[config.mk]
export PLATFORM = sky130hd
export DESIGN_NAME = bram_loader_b
export DESIGN_NICKNAME = d
export VERILOG_FILES = /design/src/rtl/bram_loader_b.sv
export SDC_FILE = /design/constraint.sdc
export NUM_CORES = 1
export LEC_CHECK = 0
export ABC_AREA = 1
export BUFFER_PORTS_ARGS = -buffer_cell sky130_fd_sc_hd__buf_2
export CORE_ASPECT_RATIO = 0.9
export CORE_MARGIN = 1
export CORE_UTILIZATION = 50
export CTS_CLUSTER_DIAMETER = 40
export DETAILED_ROUTE_END_ITERATION = 10
export GPL_ROUTABILITY_DRIVEN = 0
export MAX_ROUTING_LAYER = met4
export PLACE_DENSITY = 0.74
export SYNTH_ARGS = -nofsm -noshare
export SYNTH_HDL_FRONTEND = slang
export SYNTH_SLANG_ARGS = --single-unit
[constraint.sdc]
create_clock -name clk -period 27.2 [get_ports clk]
set_clock_uncertainty 0.05 [all_clocks]
set_input_delay 5.44 -clock clk [delete_from_list [all_inputs] [get_ports clk]]
set_output_delay 5.44 -clock clk [all_outputs]
set_load 0.02 [all_outputs]
[src/rtl/bram_loader_b.sv]
// B-operand BRAM loader: packs a 32-bit valid/ready stream into wide words
// and writes them row-major into BRAM port A starting at address 0.
module bram_loader_b #(
    parameter int W             = 8,
    parameter int S_W           = 32,
    parameter int BRAM_W        = 128,
    parameter int BRAM_AW       = 10,
    parameter int DATA_B_SIZE_X = 64,
    parameter int DATA_B_SIZE_Y = 64
) (
    input  logic               clk,
    input  logic               rst,
    input  logic               start,
    input  logic [S_W-1:0]     s_tdata,
    input  logic               s_tvalid,
    output logic               s_tready,
    input  logic               s_tlast,
    output logic               bram_clk_a,
    output logic               bram_en_a,
    output logic               bram_we_a,
    output logic [BRAM_AW-1:0] bram_addr_a,
    output logic [BRAM_W-1:0]  bram_wrdata_a,
    output logic               busy,
    output logic               fill_done,
    output logic               err_tlast,
    output logic [BRAM_AW:0]   word_cnt
);

    localparam int K      = BRAM_W / S_W;
    localparam int NWORDS = DATA_B_SIZE_X * DATA_B_SIZE_Y * W / BRAM_W;
    localparam int NBEATS = NWORDS * K;
    localparam int BCW    = $clog2(NBEATS) + 1;
    localparam int LW     = (K > 1) ? $clog2(K) : 1;

    typedef enum logic [1:0] {
        IDLE,
        FILL,
        FLUSH,
        DONE
    } state_t;

    state_t          state;
    logic [LW-1:0]   lane;
    logic [BCW-1:0]  beat_cnt;
    logic [BRAM_W-1:0] pack;
    logic [BRAM_W-1:0] pack_nxt;
    logic            accept;
    logic            last_lane;
    logic            last_beat;

    assign bram_clk_a = clk;
    assign bram_en_a  = bram_we_a;
    assign s_tready   = (state == FILL);
    assign accept     = s_tvalid & s_tready;
    assign last_lane  = (lane == LW'(K - 1));
    assign last_beat  = (beat_cnt == BCW'(NBEATS - 1));

    always_comb begin
        pack_nxt = pack;
        pack_nxt[lane*S_W +: S_W] = s_tdata;
    end

    always_ff @(posedge clk or posedge rst) begin
        if (rst) begin
            state         <= IDLE;
            lane          <= '0;
            beat_cnt      <= '0;
            pack          <= '0;
            bram_we_a     <= 1'b0;
            bram_addr_a   <= '0;
            bram_wrdata_a <= '0;
            busy          <= 1'b0;
            fill_done     <= 1'b0;
            err_tlast     <= 1'b0;
            word_cnt      <= '0;
        end else begin
            bram_we_a <= 1'b0;
            fill_done <= 1'b0;
            case (state)
                IDLE: begin
                    if (start) begin
                        state       <= FILL;
                        busy        <= 1'b1;
                        bram_addr_a <= '0;
                        lane        <= '0;
                        beat_cnt    <= '0;
                        word_cnt    <= '0;
                        err_tlast   <= 1'b0;
                        pack        <= '0;
                    end
                end
                FILL: begin
                    if (accept) begin
                        beat_cnt <= beat_cnt + 1'b1;
                        // Pack is cleared after each write so a flushed
                        // partial word carries zeros in its unfilled slices.
                        if (last_lane) begin
                            bram_wrdata_a <= pack_nxt;
                            bram_we_a     <= 1'b1;
                            bram_addr_a   <= word_cnt[BRAM_AW-1:0];
                            word_cnt      <= word_cnt + 1'b1;
                            pack          <= '0;
                            lane          <= '0;
                        end else begin
                            pack <= pack_nxt;
                            lane <= lane + 1'b1;
                        end
                        if (last_beat) begin
                            state     <= DONE;
                            busy      <= 1'b0;
                            err_tlast <= err_tlast | ~s_tlast;
                        end else if (s_tlast) begin
                            err_tlast <= 1'b1;
                            if (last_lane) begin
                                state <= DONE;
                                busy  <= 1'b0;
                            end else begin
                                state <= FLUSH;
                            end
                        end
                    end
                end
                FLUSH: begin
                    bram_wrdata_a <= pack;
                    bram_we_a     <= 1'b1;
                    bram_addr_a   <= word_cnt[BRAM_AW-1:0];
                    word_cnt      <= word_cnt + 1'b1;
                    pack          <= '0;
                    lane          <= '0;
                    state         <= DONE;
                    busy          <= 1'b0;
                end
                DONE: begin
                    fill_done <= 1'b1;
                    state     <= IDLE;
                end
                default: state <= IDLE;
            endcase
        end
    end

endmodule

==> impl_metrics.py, run 1 <==
metrics = {
    "clock_network": {
        "ctsResizeCount": 0,
        "post_cts_buffers": 0,
        "cts_tree": "done",
        "ctsHoldBuffers": 0,
        "clock_latency_ps": 640,
        "path_clk_slew_ps": 60,
    },
    "yosys": {
        "seq_area_frac_synth": 0.515,
        "synth_area_um2": 14400,
        "postSynthAreaPerCell_um2": 7.89,
        "postSynthCellCount": 1821,
        "yosys_warnings": 0,
        "synth-seq-cells": 296,
        "synth_cell_type_count": 32,
        "synthesis.nets": 1871,
    },
    "die": {
        "core_area_um2": 28100,
        "start_util": 0.512,
        "die_y_um": 163,
        "io_pins": 193,
        "rows": 58,
        "dieArea_um2": 29400,
        "dieWidth_um": 181,
    },
    "timing": {
        "tightest_slew_ps": 1190,
        "rsz0062_at_grt": "no",
        "final_max_slew_viol_count": 0,
        "hold_viol": 0,
        "finalSetupViolCount": 0,
        "tns_ps": 0,
        "setup_slack_ps": 7720,
        "slew-limit-headroom": 0.205,
    },
    "setup_path": {
        "worst_path_max_delay_cell": "buf_2",
        "cp_slowest_stage_delay_ps": 150,
        "cp_data_arrival_time_ps": 13990,
        "worstSetupPathType": "clock port to primary output",
        "crit_fanout": 2,
        "cp.required_ps": 21710,
        "crit_path_cell_trace": "clkbuf_16 > clkbuf_16 > buf_2",
        "cp_common_cell": "clkbuf_16",
        "endpoint_kind": "primary output",
        "startpoint_type": "clock port",
    },
    "global_routing": {
        "grt_pass1_wl_mm": 67.0,
        "grt_util_all_layers": 0.297,
        "grt_pass1_vias": 12386,
        "antenna_found_initial": 1,
        "overflow": 0,
        "grt_max_degree": 172,
    },
    "route": {
        "avgViaCountPerCell": 5.75,
        "antenna_left": 0,
        "drtPass1Iterations": 6,
        "drc": 0,
        "drtIter0Drc": 1705,
        "wl_per_cell_um": 18.1,
        "dr_total_vias": 13479,
        "wl_mm": 42.4,
    },
    "power": {
        "ir_drop_v": 0.0000686,
        "leakage_nw": 8.17,
        "power-per-cell-area_nw_per_um2": 118,
    },
    "finish": {
        "mostFrequentLayoutCell": "nand2_1",
        "final_cell_mix": "nand2_1, dfrtp_1, a21oi_1",
        "drive_above_1_share": 0.150,
        "fillers": 2491,
        "seqCellArea_um2": 7410,
        "multi_input_area_um2": 5660,
        "final_nets": 2000,
        "syn_to_final_growth_pct": 17.0,
    },
    "placed_design": {
        "dp_hpwl_mm": 26.4,
        "dpl_worst_slack_ps": 7970,
        "numPortBuffers": 192,
    },
    "run_status": {
        "status": "completed",
    },
    "job": {
        "maxCapViolations": 0,
    },
    "min_path": {
        "hp-class": "flop to flop",
    },
}
-- cells by family (layout without fill, tap and decap cells) --
family,Yosys count,after routing,share of synthesized area
buffers and inverters,324,485,0.0922
and+or+nand+nor,643,643,0.180
AOI/OAI and AO/OA,544,544,0.200
adders and majority gates,13,13,0.0113
other,0,3,0
xor gates and xnor gates,1,1,0.000609
DFF,296,296,0.515
-- worst max-delay path, delay by kind of cell --
family,cells,cell delay (ps)
buffers and inverters,3,400
-- registers in the layout (all words and copies together) (netlist names) --
| register | flops |
|---|---|
| bram_wrdata_a | 128 |
| pack | 128 |
| beat_cnt | 11 |
| word_cnt | 11 |
| bram_addr_a | 10 |
| lane | 2 |
| state | 2 |
| bram_en_a | 1 |
| busy | 1 |
| err_tlast | 1 |
| fill_done | 1 |
-- Yosys cell counts --
cell | count | share of area
a21oi_1 | 201 | 0.070
nand3b_1 | 1 | 0.00052
o22ai_1 | 110 | 0.048
nand3_1 | 53 | 0.018
dfrtp_1 | 296 | 0.52
nor2_1 | 119 | 0.031
nand2_1 | 439 | 0.11
buf_1 | 10 | 0.0026
nand3_2 | 1 | 0.00070
o21ai_0 | 165 | 0.057
nor2_8 | 1 | 0.0014
nor2_2 | 2 | 0.00087
o31ai_1 | 5 | 0.0026
buf_4 | 12 | 0.0063
ha_1 | 13 | 0.011
clkbuf_1 | 57 | 0.015
nand2_2 | 1 | 0.00044
inv_1 | 193 | 0.050
nand4_1 | 15 | 0.0065
inv_2 | 6 | 0.0016
nor2_4 | 1 | 0.00078
nor3_1 | 5 | 0.0017
buf_6 | 1 | 0.00078
o21bai_1 | 2 | 0.0010
buf_2 | 45 | 0.016
nor3b_1 | 2 | 0.0010
a21o_1 | 1 | 0.00052
xor2_1 | 1 | 0.00061
o21ai_1 | 60 | 0.021
or2_2 | 1 | 0.00044
nand3_4 | 1 | 0.0012
and3_1 | 1 | 0.00044
-- per-stage QoR --
stage | hold slack, ps | util | area (um^2) | total power, mW | cells
global placement | 408 | 0.547 | 15400 | 1.42 | 2264
finish | 422 | 0.599 | 16800 | 1.99 | 2345
detailed placement | 411 | 0.547 | 15400 | 1.43 | 2264
global route | 438 | 0.599 | 16800 | 2.11 | 2343
CTS | 426 | 0.599 | 16800 | 1.99 | 2342
floorplan | 443 | - | 14400 | 1.20 | 1821
-- worst paths after layout --
kind,startpoint,end,slack (ps),cells after the start
max in group asynchronous,rst,bram_wrdata_a[51],20650,3
hold reg to reg,bram_addr_a[6],bram_addr_a[6],420,2
setup / recovery,clk,bram_clk_a,7720,3
hold / removal,bram_addr_a[6],bram_addr_a[6],420,2
setup reg to reg,state[1],bram_wrdata_a[97],22970,11
min in group asynchronous,rst,beat_cnt[5],4920,2
-- routing by layer --
| metal | GRT usage | up-vias | wire, um |
|---|---|---|---|
| li1 | - | 6261 | - |
| met1 | 0.429 | 6455 | 18900 |
| met5 | - | - | 0 |
| met2 | 0.403 | 657 | 18000 |
| met3 | 0.0684 | 106 | 4210 |
| met4 | 0.108 | 0 | 1370 |
-- area by class of cell --
| class | count | share of cell area |
|---|---|---|
| clock inverter | 27 | 0.0174 |
| inverter | 199 | 0.0452 |
| multi-input combinational | 1201 | 0.336 |
| timing repair buffer | 207 | 0.0647 |
| sequential | 296 | 0.440 |
| antenna | 3 | 0.000446 |
| clock buffer | 52 | 0.0685 |
| tap | 360 | 0.0268 |
-- power breakdown --
group / switching [mW] / internal [mW] / total [mW]
sequential: 0.0639 / 0.545 / 0.609
combinational: 0.615 / 0.209 / 0.824
clock: 0.219 / 0.338 / 0.557
total: 0.898 / 1.09 / 1.99
Power figures use the tool's default switching activity.
==> run 2, diff against run 1 <==
Clock period 27.2 ns to 19.8 ns, I/O delays scaled along.
==> run 2 against run 1 <==
Register-to-register slack got worse by 7600 ps. Critical path depth stayed put. Wire length increased by 1.2%. Largest cell class unchanged. Setup slack lost 2200 ps. Largest power group unchanged.
==> impl_metrics.py, run 2 (synthesized netlist as in run 1, its figures left out) <==
metrics = {
    "run_status": {
        "status": "completed",
    },
    "power": {
        "p_sw_frac": 0.447,
        "clkPwrFrac": 0.281,
        "seq_power_share": 0.305,
        "power-per-cell-area_nw_per_um2": 163,
        "power_frac_comb": 0.414,
        "ir_drop_v": 0.000109,
        "leakage_nw": 8.18,
        "internal_power_mw": 1.52,
        "p_switching_mw": 1.23,
    },
    "die": {
        "rows": 58,
        "core_area_um2": 28100,
        "dieWidth_um": 181,
        "die_y_um": 163,
        "dieArea_um2": 29400,
        "start_util": 0.512,
        "io_pins": 193,
    },
    "timing": {
        "final_max_slew_viol_count": 0,
        "rsz0062_at_grt": "no",
        "timing.hold.ws_ps": 423,
        "tns_ps": 0,
        "slew-limit-headroom": 0.167,
        "finalSetupViolCount": 0,
        "hold_viol": 0,
        "tightest_slew_ps": 1250,
    },
    "clock_network": {
        "ctsResizeCount": 0,
        "cts_tree": "done",
        "path_clk_slew_ps": 50,
        "clock_latency_ps": 630,
        "post_cts_buffers": 0,
        "ctsHoldBuffers": 0,
    },
    "setup_path": {
        "cp.required_ps": 15790,
        "startpoint_type": "clock port",
        "crit_fanout": 2,
        "endpoint_kind": "primary output",
        "cp_data_arrival_time_ps": 10290,
        "worstSetupPathType": "clock port to primary output",
    },
    "placed_design": {
        "dp_hpwl_mm": 26.5,
        "numPortBuffers": 192,
    },
    "global_routing": {
        "grt_max_degree": 172,
        "grt_util_all_layers": 0.297,
        "grt_pass1_vias": 12472,
        "overflow": 0,
        "antenna_found_initial": 1,
        "grt_pass1_wl_mm": 67.2,
    },
    "finish": {
        "mostFrequentLayoutCell": "nand2_1",
        "final_nets": 1999,
        "drive_above_1_share": 0.149,
        "reg_top3": "bram_wrdata_a x128, pack x128",
        "syn_to_final_growth_pct": 17.0,
        "final_cell_mix": "nand2_1, dfrtp_1, a21oi_1",
    },
    "route": {
        "drtIter0Drc": 1780,
        "drc": 0,
        "wl_mm": 43.0,
        "wl_per_cell_um": 18.4,
        "dr_total_vias": 13600,
        "avgViaCountPerCell": 5.82,
        "drtPass1Iterations": 6,
        "antenna_left": 0,
    },
    "job": {
        "maxCapViolations": 0,
    },
    "min_path": {
        "hp-class": "flop to flop",
    },
}
-- run 2: cell count changes in the layout (fill, tap and decap cells not counted), sizes merged --
cell | previous run | this run
clkinv | 8 | 11
bufinv | 3 | 6
clkinvlp | 7 | 3
buf | 208 | 209
diode | 3 | 1
inv | 208 | 204
clkbuf | 51 | 47
-- run 2: routing by layer --
| layer | up-vias | track usage | routed length, um |
|---|---|---|---|
| li1 | 6260 | - | - |
| met2 | 734 | 0.412 | 18300 |
| met4 | 0 | 0.109 | 1410 |
| met5 | - | - | 0 |
| met3 | 98 | 0.0597 | 4610 |
| met1 | 6508 | 0.430 | 18600 |
-- run 2: power by group through the flow --
stage               clock [mW]  combinational, mW  sequential (mW)
CTS                      0.779               1.12            0.837
detailed placement     0.00472               1.12            0.844
floorplan              0.00590              0.680            0.958
finish                   0.771               1.14            0.838
global route             0.804               1.24            0.852
global placement       0.00472               1.10            0.844
-- run 2: metrics by stage --
stage               area (um^2)  instances  setup slack [ps]  power (mW)  utilization
finish                    16800       2338              5500        2.75        0.599
global route              16800       2338              5490        2.89        0.599
CTS                       16800       2337              5490        2.74        0.599
detailed placement        15400       2265              5750        1.96        0.547
global placement          15400       2265              5750        1.95        0.547
floorplan                 14400       1821              5760        1.64            -
-- run 2: final cells by class --
cell class	count	area (um^2)
fillers	2502	11300
multi-input cells	1201	5660
flip-flops and latches	296	7410
inverters	199	759
clock inverters	25	349
diodes	1	2.50
repair buffers	208	1100
clock buffers	48	1090
well taps	360	450
-- run 2: critical path, stage by stage --
cell and delay, ps:
clkbuf_16 120, clkbuf_16 130, buf_2 150
-- run 2: worst paths after layout --
path / startpoint / to / slack, ps / cells past startpoint
min in group asynchronous: rst / beat_cnt[9] / 3440 / 2
max reg2reg: state[1] / pack[59] / 15380 / 11
max: clk / bram_clk_a / 5500 / 3
min reg2reg: bram_wrdata_a[75] / bram_wrdata_a[75] / 420 / 2
min: bram_wrdata_a[75] / bram_wrdata_a[75] / 420 / 2
max in group asynchronous: rst / bram_wrdata_a[39] / 14780 / 3
